[config.mk]
export PLATFORM = sky130hd
export DESIGN_NAME = lift_request_scheduler
export DESIGN_NICKNAME = d
export VERILOG_FILES = /design/src/rtl/lift_pkg.sv /design/src/rtl/lift_target_select.sv /design/src/rtl/lift_request_scheduler.sv
export SDC_FILE = /design/constraint.sdc
export NUM_CORES = 1
export LEC_CHECK = 0
export CAP_MARGIN = 15
export CELL_PAD_IN_SITES_DETAIL_PLACEMENT = 2
export CELL_PAD_IN_SITES_GLOBAL_PLACEMENT = 2
export CORE_AREA = 2 2 83 77
export CTS_CLUSTER_DIAMETER = 30
export DETAILED_ROUTE_END_ITERATION = 10
export DIE_AREA = 0 0 85 79
export PLACE_DENSITY_LB_ADDON = 0.1
export SLEW_MARGIN = 20
export SYNTH_ARGS = -nofsm -noshare
export SYNTH_HDL_FRONTEND = slang
export SYNTH_SLANG_ARGS = --single-unit
[constraint.sdc]
create_clock -name Clock -period 3.2 [get_ports Clock]
set_clock_uncertainty 0.1 [all_clocks]
set_input_delay 0.64 -clock Clock [delete_from_list [all_inputs] [get_ports Clock]]
set_output_delay 0.64 -clock Clock [all_outputs]
set_load 0.005 [all_outputs]
[src/rtl/lift_pkg.sv]
// Shared lift definitions: hall-button bit layout, floor/direction mapping,
// motion Action encodings and scheduler states.
package lift_pkg;

  localparam int B1U = 0;
  localparam int B2U = 1;
  localparam int B3U = 2;
  localparam int B2D = 3;
  localparam int B3D = 4;
  localparam int B4D = 5;

  typedef enum logic [1:0] {
    ACT_UP    = 2'd0,
    ACT_DOWN  = 2'd1,
    ACT_STAY  = 2'd2,
    ACT_RESET = 2'd3
  } action_t;

  typedef enum logic [2:0] {
    S_INIT = 3'd0,
    S_IDLE = 3'd1,
    S_REQ  = 3'd2,
    S_MOVE = 3'd3,
    S_DOOR = 3'd4
  } state_t;

  // Floor that a hall button belongs to.
  function automatic logic [1:0] btn_floor(input int i);
    case (i)
      B1U:     return 2'd0;
      B2U:     return 2'd1;
      B3U:     return 2'd2;
      B2D:     return 2'd1;
      B3D:     return 2'd2;
      default: return 2'd3;
    endcase
  endfunction

  // One-hot button for (floor, dir); zero where no such button exists.
  function automatic logic [5:0] btn_mask(input logic [1:0] f, input logic d);
    logic [5:0] m;
    m = '0;
    case ({d, f})
      3'b000:  m[B1U] = 1'b1;
      3'b001:  m[B2U] = 1'b1;
      3'b010:  m[B3U] = 1'b1;
      3'b101:  m[B2D] = 1'b1;
      3'b110:  m[B3D] = 1'b1;
      3'b111:  m[B4D] = 1'b1;
      default: m = '0;
    endcase
    return m;
  endfunction

  function automatic logic [5:0] floor_mask(input logic [1:0] f);
    return btn_mask(f, 1'b0) | btn_mask(f, 1'b1);
  endfunction

endpackage

[src/rtl/lift_target_select.sv]
// Combinational SCAN decision for one floor: which sides hold calls, whether
// the car should stop here, which bits that stop serves and the travel direction after it.
module lift_target_select
  import lift_pkg::*;
(
  input  logic [5:0] pending,
  input  logic [1:0] floor,
  input  logic       dir,
  output logic       above,
  output logic       below,
  output logic       stop_here,
  output logic       next_dir,
  output logic [5:0] clr_mask
);

  logic       beyond, opposite, rev;
  logic [5:0] same, opp;

  always_comb begin
    above = 1'b0;
    below = 1'b0;
    for (int i = 0; i < 6; i++) begin
      if (pending[i] && (btn_floor(i) > floor)) above = 1'b1;
      if (pending[i] && (btn_floor(i) < floor)) below = 1'b1;
    end
  end

  assign beyond   = dir ? below : above;
  assign opposite = dir ? above : below;
  assign same     = pending & btn_mask(floor, dir);
  assign opp      = pending & btn_mask(floor, ~dir);
  // Nothing further ahead: serve the opposite call here and turn round.
  assign rev       = !beyond && (|opp);
  assign stop_here = (|same) || rev;
  assign clr_mask  = same | (rev ? opp : 6'd0);
  assign next_dir  = rev ? ~dir : (beyond ? dir : (opposite ? ~dir : dir));

endmodule

[src/rtl/lift_request_scheduler.sv]
// Directional (SCAN) scheduler for the 4-floor lift: sticky hall calls, one-floor
// step handshake, door dwell. Optional homing to floor 1 under LIFT_HOME_RETURN_EN.
module lift_request_scheduler
  import lift_pkg::*;
#(
  parameter int DWELL_CYCLES = 8,
  parameter int HOME_TIMEOUT = 64
) (
  input  logic       Clock,
  input  logic       Reset,
  input  logic [5:0] HallReq,
  input  logic       StepReady,
  input  logic       Arrive,
  output logic       StepValid,
  output logic       StepDir,
  output logic [1:0] Action,
  output logic [1:0] Floor,
  output logic       DoorOpen,
  output logic [5:0] Pending
);

  localparam int CW = $clog2(DWELL_CYCLES + 1);
  localparam logic [CW-1:0] DWELL_LAST = CW'(DWELL_CYCLES - 1);

  state_t        state, state_nxt;
  logic [1:0]    floor_q, floor_nxt, floor_eval;
  logic          dir, dir_nxt;
  logic [5:0]    pend, clr, here, door_clr;
  logic [CW-1:0] dwell, dwell_nxt;
  logic          above, below, stop_here, next_dir, at_term, idle_down;
  logic [5:0]    clr_mask;

`ifdef LIFT_HOME_RETURN_EN
  localparam int HW = $clog2(HOME_TIMEOUT + 1);
  localparam logic [HW-1:0] HOME_LAST = HW'(HOME_TIMEOUT - 1);
  logic [HW-1:0] home_cnt, home_cnt_nxt;
  logic          homing, homing_nxt;
`else
  if (HOME_TIMEOUT < 1) begin : g_home_timeout_unused
  end
`endif

  // While moving, evaluate the floor the car is about to reach.
  assign floor_eval = (state == S_MOVE) ? (dir ? floor_q - 2'd1 : floor_q + 2'd1) : floor_q;

  lift_target_select u_sel (
    .pending  (pend),
    .floor    (floor_eval),
    .dir      (dir),
    .above    (above),
    .below    (below),
    .stop_here(stop_here),
    .next_dir (next_dir),
    .clr_mask (clr_mask)
  );

  assign here     = pend & floor_mask(floor_q);
  assign at_term  = (floor_q == 2'd0) || (floor_q == 2'd3);
  assign door_clr = at_term ? here : (pend & btn_mask(floor_q, dir));
  // Nearer side from idle; ties go up. Only floor 1 can see a strictly nearer call below.
  assign idle_down = !above || ((floor_q == 2'd1) && below && !(|(pend & floor_mask(2'd2))));

  always_comb begin
    state_nxt = state;
    floor_nxt = floor_q;
    dir_nxt   = dir;
    clr       = '0;
    dwell_nxt = dwell;
    StepValid = 1'b0;
    DoorOpen  = 1'b0;
    Action    = ACT_STAY;
`ifdef LIFT_HOME_RETURN_EN
    home_cnt_nxt = '0;
    homing_nxt   = homing && !(|pend) && !(|HallReq);
`endif
    case (state)
      S_INIT: begin
        Action    = ACT_RESET;
        state_nxt = S_IDLE;
      end
      S_IDLE: begin
        if (|here) begin
          clr       = here;
          dwell_nxt = '0;
          state_nxt = S_DOOR;
        end else if (above || below) begin
          dir_nxt   = idle_down;
          state_nxt = S_REQ;
        end
`ifdef LIFT_HOME_RETURN_EN
        else if ((floor_q != 2'd0) && !(|HallReq)) begin
          if (home_cnt == HOME_LAST) begin
            dir_nxt    = 1'b1;
            homing_nxt = 1'b1;
            state_nxt  = S_REQ;
          end else begin
            home_cnt_nxt = home_cnt + HW'(1);
          end
        end
`endif
      end
      S_REQ: begin
        StepValid = 1'b1;
        Action    = dir ? ACT_DOWN : ACT_UP;
        if (StepReady) state_nxt = S_MOVE;
      end
      S_MOVE: begin
        Action = dir ? ACT_DOWN : ACT_UP;
        if (Arrive) begin
          floor_nxt = floor_eval;
          if (stop_here) begin
            clr       = clr_mask;
            dir_nxt   = next_dir;
            dwell_nxt = '0;
            state_nxt = S_DOOR;
          end else if (above || below) begin
            dir_nxt   = next_dir;
            state_nxt = S_REQ;
          end
`ifdef LIFT_HOME_RETURN_EN
          else if (homing && (floor_eval != 2'd0)) begin
            state_nxt = S_REQ;
          end
`endif
          else begin
            state_nxt = S_IDLE;
`ifdef LIFT_HOME_RETURN_EN
            homing_nxt = 1'b0;
`endif
          end
        end
      end
      S_DOOR: begin
        DoorOpen = 1'b1;
        if (|door_clr) begin
          clr       = door_clr;
          dwell_nxt = '0;
        end else if (dwell == DWELL_LAST) begin
          if (dir ? below : above) begin
            state_nxt = S_REQ;
          end else if (dir ? above : below) begin
            dir_nxt   = ~dir;
            state_nxt = S_REQ;
          end else begin
            state_nxt = S_IDLE;
          end
        end else begin
          dwell_nxt = dwell + CW'(1);
        end
      end
      default: begin
        Action    = ACT_RESET;
        state_nxt = S_INIT;
      end
    endcase
  end

  always_ff @(posedge Clock) begin
    if (Reset) begin
      state   <= S_INIT;
      floor_q <= 2'd0;
      dir     <= 1'b0;
      pend    <= '0;
      dwell   <= '0;
`ifdef LIFT_HOME_RETURN_EN
      home_cnt <= '0;
      homing   <= 1'b0;
`endif
    end else begin
      state   <= state_nxt;
      floor_q <= floor_nxt;
      dir     <= dir_nxt;
      pend    <= (pend | HallReq) & ~clr;
      dwell   <= dwell_nxt;
`ifdef LIFT_HOME_RETURN_EN
      home_cnt <= home_cnt_nxt;
      homing   <= homing_nxt;
`endif
    end
  end

  assign StepDir = dir;
  assign Floor   = floor_q;
  assign Pending = pend;

endmodule

# [Word level (Yosys, flattened, before mapping)]
# Cells that the tools add are included.
[classes] add_sub_neg=3 mul=0 div=0 magnitude_cmp=8 eq_ne=34 n_shift=0 muxes=77 bitwise=10 n_reduce_logical=39
[ops] op="$mux 1" count=49
[ops] op="$mux 6" count=6
[ops] op="$and 6x6->6" count=5
[ops] op="$eq 3x3->1 const B" count=10
[ops] op="$reduce_or 6->1" count=4
[ops] op="$mux 3" count=7
[ops] op="$mux 4" count=5
[ops] op="$pmux 6 s3" count=1
[ops] op="$ne 2x2->1 const B" count=8
[ops] op="$eq 3x2->1 const B" count=5
[ops] op="$logic_and 1x1->1" count=15
[ops] op="$pmux 3 s5" count=1
[ops] op="$eq 3x1->1 const B" count=4
[ops] op="$logic_not 3->1" count=4
[ops] op="$or 6x6->6" count=2
[ops] op="$pmux 4 s3" count=1
[ops] op="$mux 2" count=5
[ops] op="$reduce_and 5->1" count=2
[ops] op="$reduce_and 7->1" count=1
[ops] op="$ne 3x3->1 const B" count=2
[ops] op="$not 6->6" count=1
[ops] op="$or 3x6->6" count=1
[ops] op="$reduce_or 2->1" count=3
[ops] op="$add 4x1->4 const B" count=1
[ops] op="18 further kinds" count=28
[word_totals] regBits=16 latch_bits=0 mem_bits_rw=0 rom_bits=0 inputBits=10 output_inout_bits=13 word_cells=176 n_memories=0

# [Depth between registers and ports, before layout]
[logic_depth] depth_word=21 ltp_mapped=12

# [By module]
# A second synthesis with hierarchy kept.
[hier_totals] hier_cells=185 area_unflattened_um2=1363.8
[modules_own_cells] mod="lift_request_scheduler" n_inst=1 cells_per_inst=151 area_each_um2=1114.8 seq_area_each_um2=320.3
[modules_own_cells] mod="lift_target_select" n_inst=1 cells_per_inst=34 area_each_um2=249.0 seq_area_each_um2=0.0

# [Least setup slack after synthesis]
# OpenSTA, ideal clock, no wires.
[synth_path] path_kind="register to register" start="register floor_q[0] (netlist: Floor[0])" end="register dwell[1]" t_arrival_ns=3.386 required_ns=3.033 path_slack_ns=-0.353 path_stages_with_launch=13 cell_sequence="dfxtp_1 > clkbuf_1 > inv_1 > clkbuf_1 > ha_1 > xnor2_4 > nand2_1 > mux4_2 > a211o_1 > and2_4 > a311o_1 > or2_1 > a21oi_2"
[synth_via] elab_chain_len=17
[synth_rtl] item="from (decl)" line="lift_request_scheduler.sv:26" text="logic [1:0] floor_q, floor_nxt, floor_eval;"
[synth_rtl] item="from (signal assigned)" line="lift_request_scheduler.sv:171" text="floor_q <= floor_nxt;"
[synth_rtl] item="$add 2x1->2 / $sub 2x1->2 (equally long branches)" line="lift_request_scheduler.sv:44" text="assign floor_eval = (state == S_MOVE) ? (dir ? floor_q - 2'd1 : floor_q + 2'd1) : floor_q;"
[synth_rtl] item="$mux 2 (2 in series)" line="lift_request_scheduler.sv:44"
[synth_rtl] item="$gt 1x2->1 / $lt 1x2->1 (equally long branches)" line="lift_target_select.sv:23, lift_target_select.sv:24"
[synth_rtl] item="$logic_and 1x1->1, on equally long branches" line="lift_target_select.sv:23, lift_target_select.sv:24"
[synth_rtl] item="$mux 1, on equally long branches (6 in series)" line="lift_target_select.sv:23, lift_target_select.sv:24"
[synth_rtl] item="$mux 1" line="lift_target_select.sv:28" text="assign beyond = dir ? below : above;"
[synth_rtl] item="$logic_not 1->1" line="lift_target_select.sv:33" text="assign rev = !beyond && (|opp);"
[synth_rtl] item="$logic_and 1x1->1" line="lift_target_select.sv:33"
[synth_rtl] item="$logic_or 1x1->1" line="lift_target_select.sv:34" text="assign stop_here = (|same) || rev;"
[synth_rtl] item="$ne 2x2->1 (no line)"
[synth_rtl] item="$reduce_and 5->1 (no line)"
[synth_rtl] item="to (signal assigned)" line="lift_request_scheduler.sv:174" text="dwell <= dwell_nxt;"
[synth_rtl] item="to (decl)" line="lift_request_scheduler.sv:29" text="logic [CW-1:0] dwell, dwell_nxt;"
# Parallel ways exist; a longest one is shown, timed or not.
# A chain may end at the register's enable or synchronous reset.

# [Final worst setup path]
[layout_path] start="register floor_q[1] (netlist: Floor[1])" end="register dwell[1]"
# Same word-level chain as after synthesis.

==> key figures <==
Pwr
  – Total power per unit cell area: 559.7 mW/mm^2
  – VDD IR max: 0.2550 mV
  – Leak pwr: 0.7508 nW

Worst setup path
  – Startpoint type of the worst setup path: flip-flop
  – Worst Path Max Fanout: 8
  – Number of buffer and inverter stages on the critical path: 1
  – Worst-path cell chain: inv_1, ha_4, xnor2_4, nand2_1, mux4_2, a211o_1, and2_4, a311o_2, or2_1, a21oi_2
  – Library cell contributing the largest single delay on the critical path: sky130_fd_sc_hd__mux4_2
  – Required time of the critical path: 3.28 ns
  – Kind of end point of the critical path: flip-flop
  – WS Path Type: flip-flop to flip-flop
  – Crit path arrival time: 3.18 ns
  – Crit path max-delay family: compound AO/OA/AOI/OAI gates
  – Max stage delay on crit path: 0.49 ns
  – Depth of the critical timing path with buffers and inverters included: 10
  – Length in cells of the worst reg-to-reg path: 10

Synth
  – Cell count after synthesis: 210
  – Dominant synthesized flop cell: sky130_fd_sc_hd__dfxtp_1
  – Synth Area in Adders: 4.112%
  – Largest family of logic cells by synthesized area: simple AND/OR/NAND/NOR gates
  – Multiplexer share of the synthesized area: 5.839%
  – Post-synth design cell area: roughly 0.0015 mm^2
  – Yosys cell types: 56
  – Count of flip-flops with a built-in enable after synthesis: 0
  – Post-synthesis compound-gate area fraction: 29.11%
  – Fraction of the mapped netlist area in simple logic gates: 29.77%
  – Mean instance size in the synthesized netlist: just over 7 um^2
  – XOR/XNOR share of the synthesized area: 3.536%
  – Sequential cell area fraction in the yosys report: about a fifth
  – Proportion of synthesized flip-flops having asynchronous set or reset: 0%
  – Post-Syn Nets: between 200 and 250
  – Yosys synthesis warning count: 0
  – Number of register bits inferred by synthesis: 16

Floorplanning
  – Floorplan die height: 79 um
  – Core area: 0.005912 mm^2
  – Total I/O pin count: 23
  – Initial Utilization: 25.74%
  – Floorplan row count: 27
  – Die Footprint: 0.006715 mm^2
  – DIE WIDTH: 85 um

GRT
  – Largest net degree at the start of global routing: 22
  – Initial antenna violation count: 0
  – Overall global routing resource usage: 19.90%
  – First-pass GRT wire length: 10.48 mm
  – Gr ovfl total: 0
  – Vias in the first global route: 1942

Final layout
  – Number of antenna repair diodes: 0
  – Layout cell share with drive strength beyond 1: 17.21%
  – Post-route insts no fill: around 320
  – P&R area growth vs syn: 33.31%
  – Number of nets in the final layout: 260

Place
  – Weighted congestion at the end of routability-driven global placement: 0.8146
  – Placed cells: 311
  – Detailed placement HPWL: 5.097 mm
  – I/O Buffers: 22

Timing
  – Slew at the pin closest to its max-slew limit: 0.8928 ns
  – RSZ-0062 raised after global routing: no
  – Number of setup violations in the final report: 0
  – Number of pins exceeding their max-slew limit in the final report: 0
  – Final clock period utilization by the worst path: 97.06%
  – Final hold violation count: 0
  – Final critical path time including I/O delays and setup: roughly 3.1 ns
  – Setup TNS Final: 0 ns
  – Maximum clock frequency: 322.0 MHz
  – Max transition margin: 40.29%
  – Post-Route Hold Slack: about 0.41 ns

Route
  – Total Routed Length: 6.463 mm
  – Vias post-DR: 1791
  – Remaining DRCs: 0
  – Vias per inst: 5.668
  – Iteration-0 DRC count of the detailed router: 166
  – First-pass detailed-route iteration total: 5
  – Number of nets with antenna violations after detailed routing: 0
  – Wirelength per Cell: between 20 and 25 um

Run status
  – Outcome: finished, final reports clean

Hold path
  – Number of cells on the worst hold path: 2
  – Min-Delay Path Class: flip-flop to flip-flop

CTS
  – Sinks on the clock net: 16
  – Buffer levels on the longest clock path: 2
  – Worst-path clk slew: 0.07 ns
  – Clock tree from TritonCTS: built
  – Worst-skew pair later-pin latency: 0.26 ns
  – Number of buffers inserted for hold repair after clock tree synthesis: 0
  – Clk root buf: sky130_fd_sc_hd__clkbuf_8
  – Number of CTS-inserted buffers: 3
  – Max H-tree Level: 1

Flow run
  – Count of max-cap constraint violations: 0
-- tightest hold or removal path: stages (launching register included) --
cell	delay (ns)
sky130_fd_sc_hd__dfxtp_1	0.34
sky130_fd_sc_hd__nand2_1	0.08
sky130_fd_sc_hd__a21oi_2	0.05
-- sequential cells by signal (all words and copies together) (netlist names) --
| signal | flops |
|---|---|
| StepDir | 1 |
| Pending | 6 |
| state | 3 |
| dwell | 4 |
| Floor | 2 |
-- layout make-up --
cell class                 count  area [um^2]
clock buffer                   4        55.05
fill                         700         3884
inverter                      11        41.29
multi-input combinational    170         1142
sequential                    16        321.6
tap                           72        90.09
timing repair buffer          43        377.9
-- final timing paths --
kind	from	to	slack, ns
worst min register to register	dwell[1]	dwell[1]	0.41
worst min-delay path	dwell[1]	dwell[1]	0.41
worst max-delay path	Floor[1]	dwell[1]	0.09
worst max register to register	Floor[1]	dwell[1]	0.09
-- cells by family (layout without fill, tap and decap cells) --
group | after synthesis | after routing
simple gates | 90 | 90
compound gates | 64 | 64
buf+inv | 24 | 58
flops | 16 | 16
mux | 7 | 7
fa+ha+maj | 5 | 5
xor+xnor | 4 | 4
-- where the power goes --
| part | internal, mW | leakage (nW) | switching [mW] |
|---|---|---|---|
| sequential | 0.226 | 0.132 | 0.0363 |
| clock | 0.110 | 0.0288 | 0.0853 |
| combinational | 0.303 | 0.590 | 0.375 |
-- placed cells by master, fill, tap and decap left out, drive strengths merged, types with 3 or more instances in the layout --
master,n
nand2,25
clkdlybuf4s50,22
buf,21
nor2,19
dfxtp,16
o21ai,15
nand3,12
inv,10
a21oi,10
a31oi,6
nor3,6
ha,5
nand3b,4
o32ai,4
a211o,4
clkbuf,4
mux2i,4
xnor2,4
nand2b,3
nor4,3
a211oi,3
or4,3
nand4,3
-- stage by stage --
step                      util, %  total power [mW]  worst slack (ns)  cell area (um^2)
after floorplan                 -            0.6487           0.01252              1549
after global placement      32.76            0.9029           0.08283              1937
after detailed placement    32.76            0.9261           0.04221              1937
after CTS                   33.69             1.130           0.01693              1992
after global routing        34.31             1.229           0.01304              2028
final                       34.31             1.135           0.09406              2028
-- what timing repair did --
item                       in CTS  in global routing
setup endpoints to repair       0                  5
gates resized for setup         0                  8
setup buffers                   0                  1
-- synthesized netlist by cell type (all sizes together), types with 5 or more instances --
| cell type | instances | area share (%) |
|---|---|---|
| nor2 | 19 | 4.7 |
| clkbuf | 10 | 2.5 |
| o21ai | 15 | 4.9 |
| a31oi | 6 | 2.5 |
| ha | 5 | 4.1 |
| a21oi | 10 | 3.5 |
| nor3 | 6 | 2.0 |
| nand3 | 12 | 3.9 |
| inv | 10 | 2.5 |
| dfxtp | 16 | 21 |
| nand2 | 25 | 6.2 |
-- routing by layer --
metal	global-route usage, %	share of wire (%)	vias up	wire [um]
met5	0	0	-	0
met2	35.94	50	40	3218
li1	-	-	852	-
met1	25.17	45	889	2906
met3	3.015	3.7	10	242
met4	3.651	1.5	0	95
No activity file was read; power rests on OpenSTA's default activity.
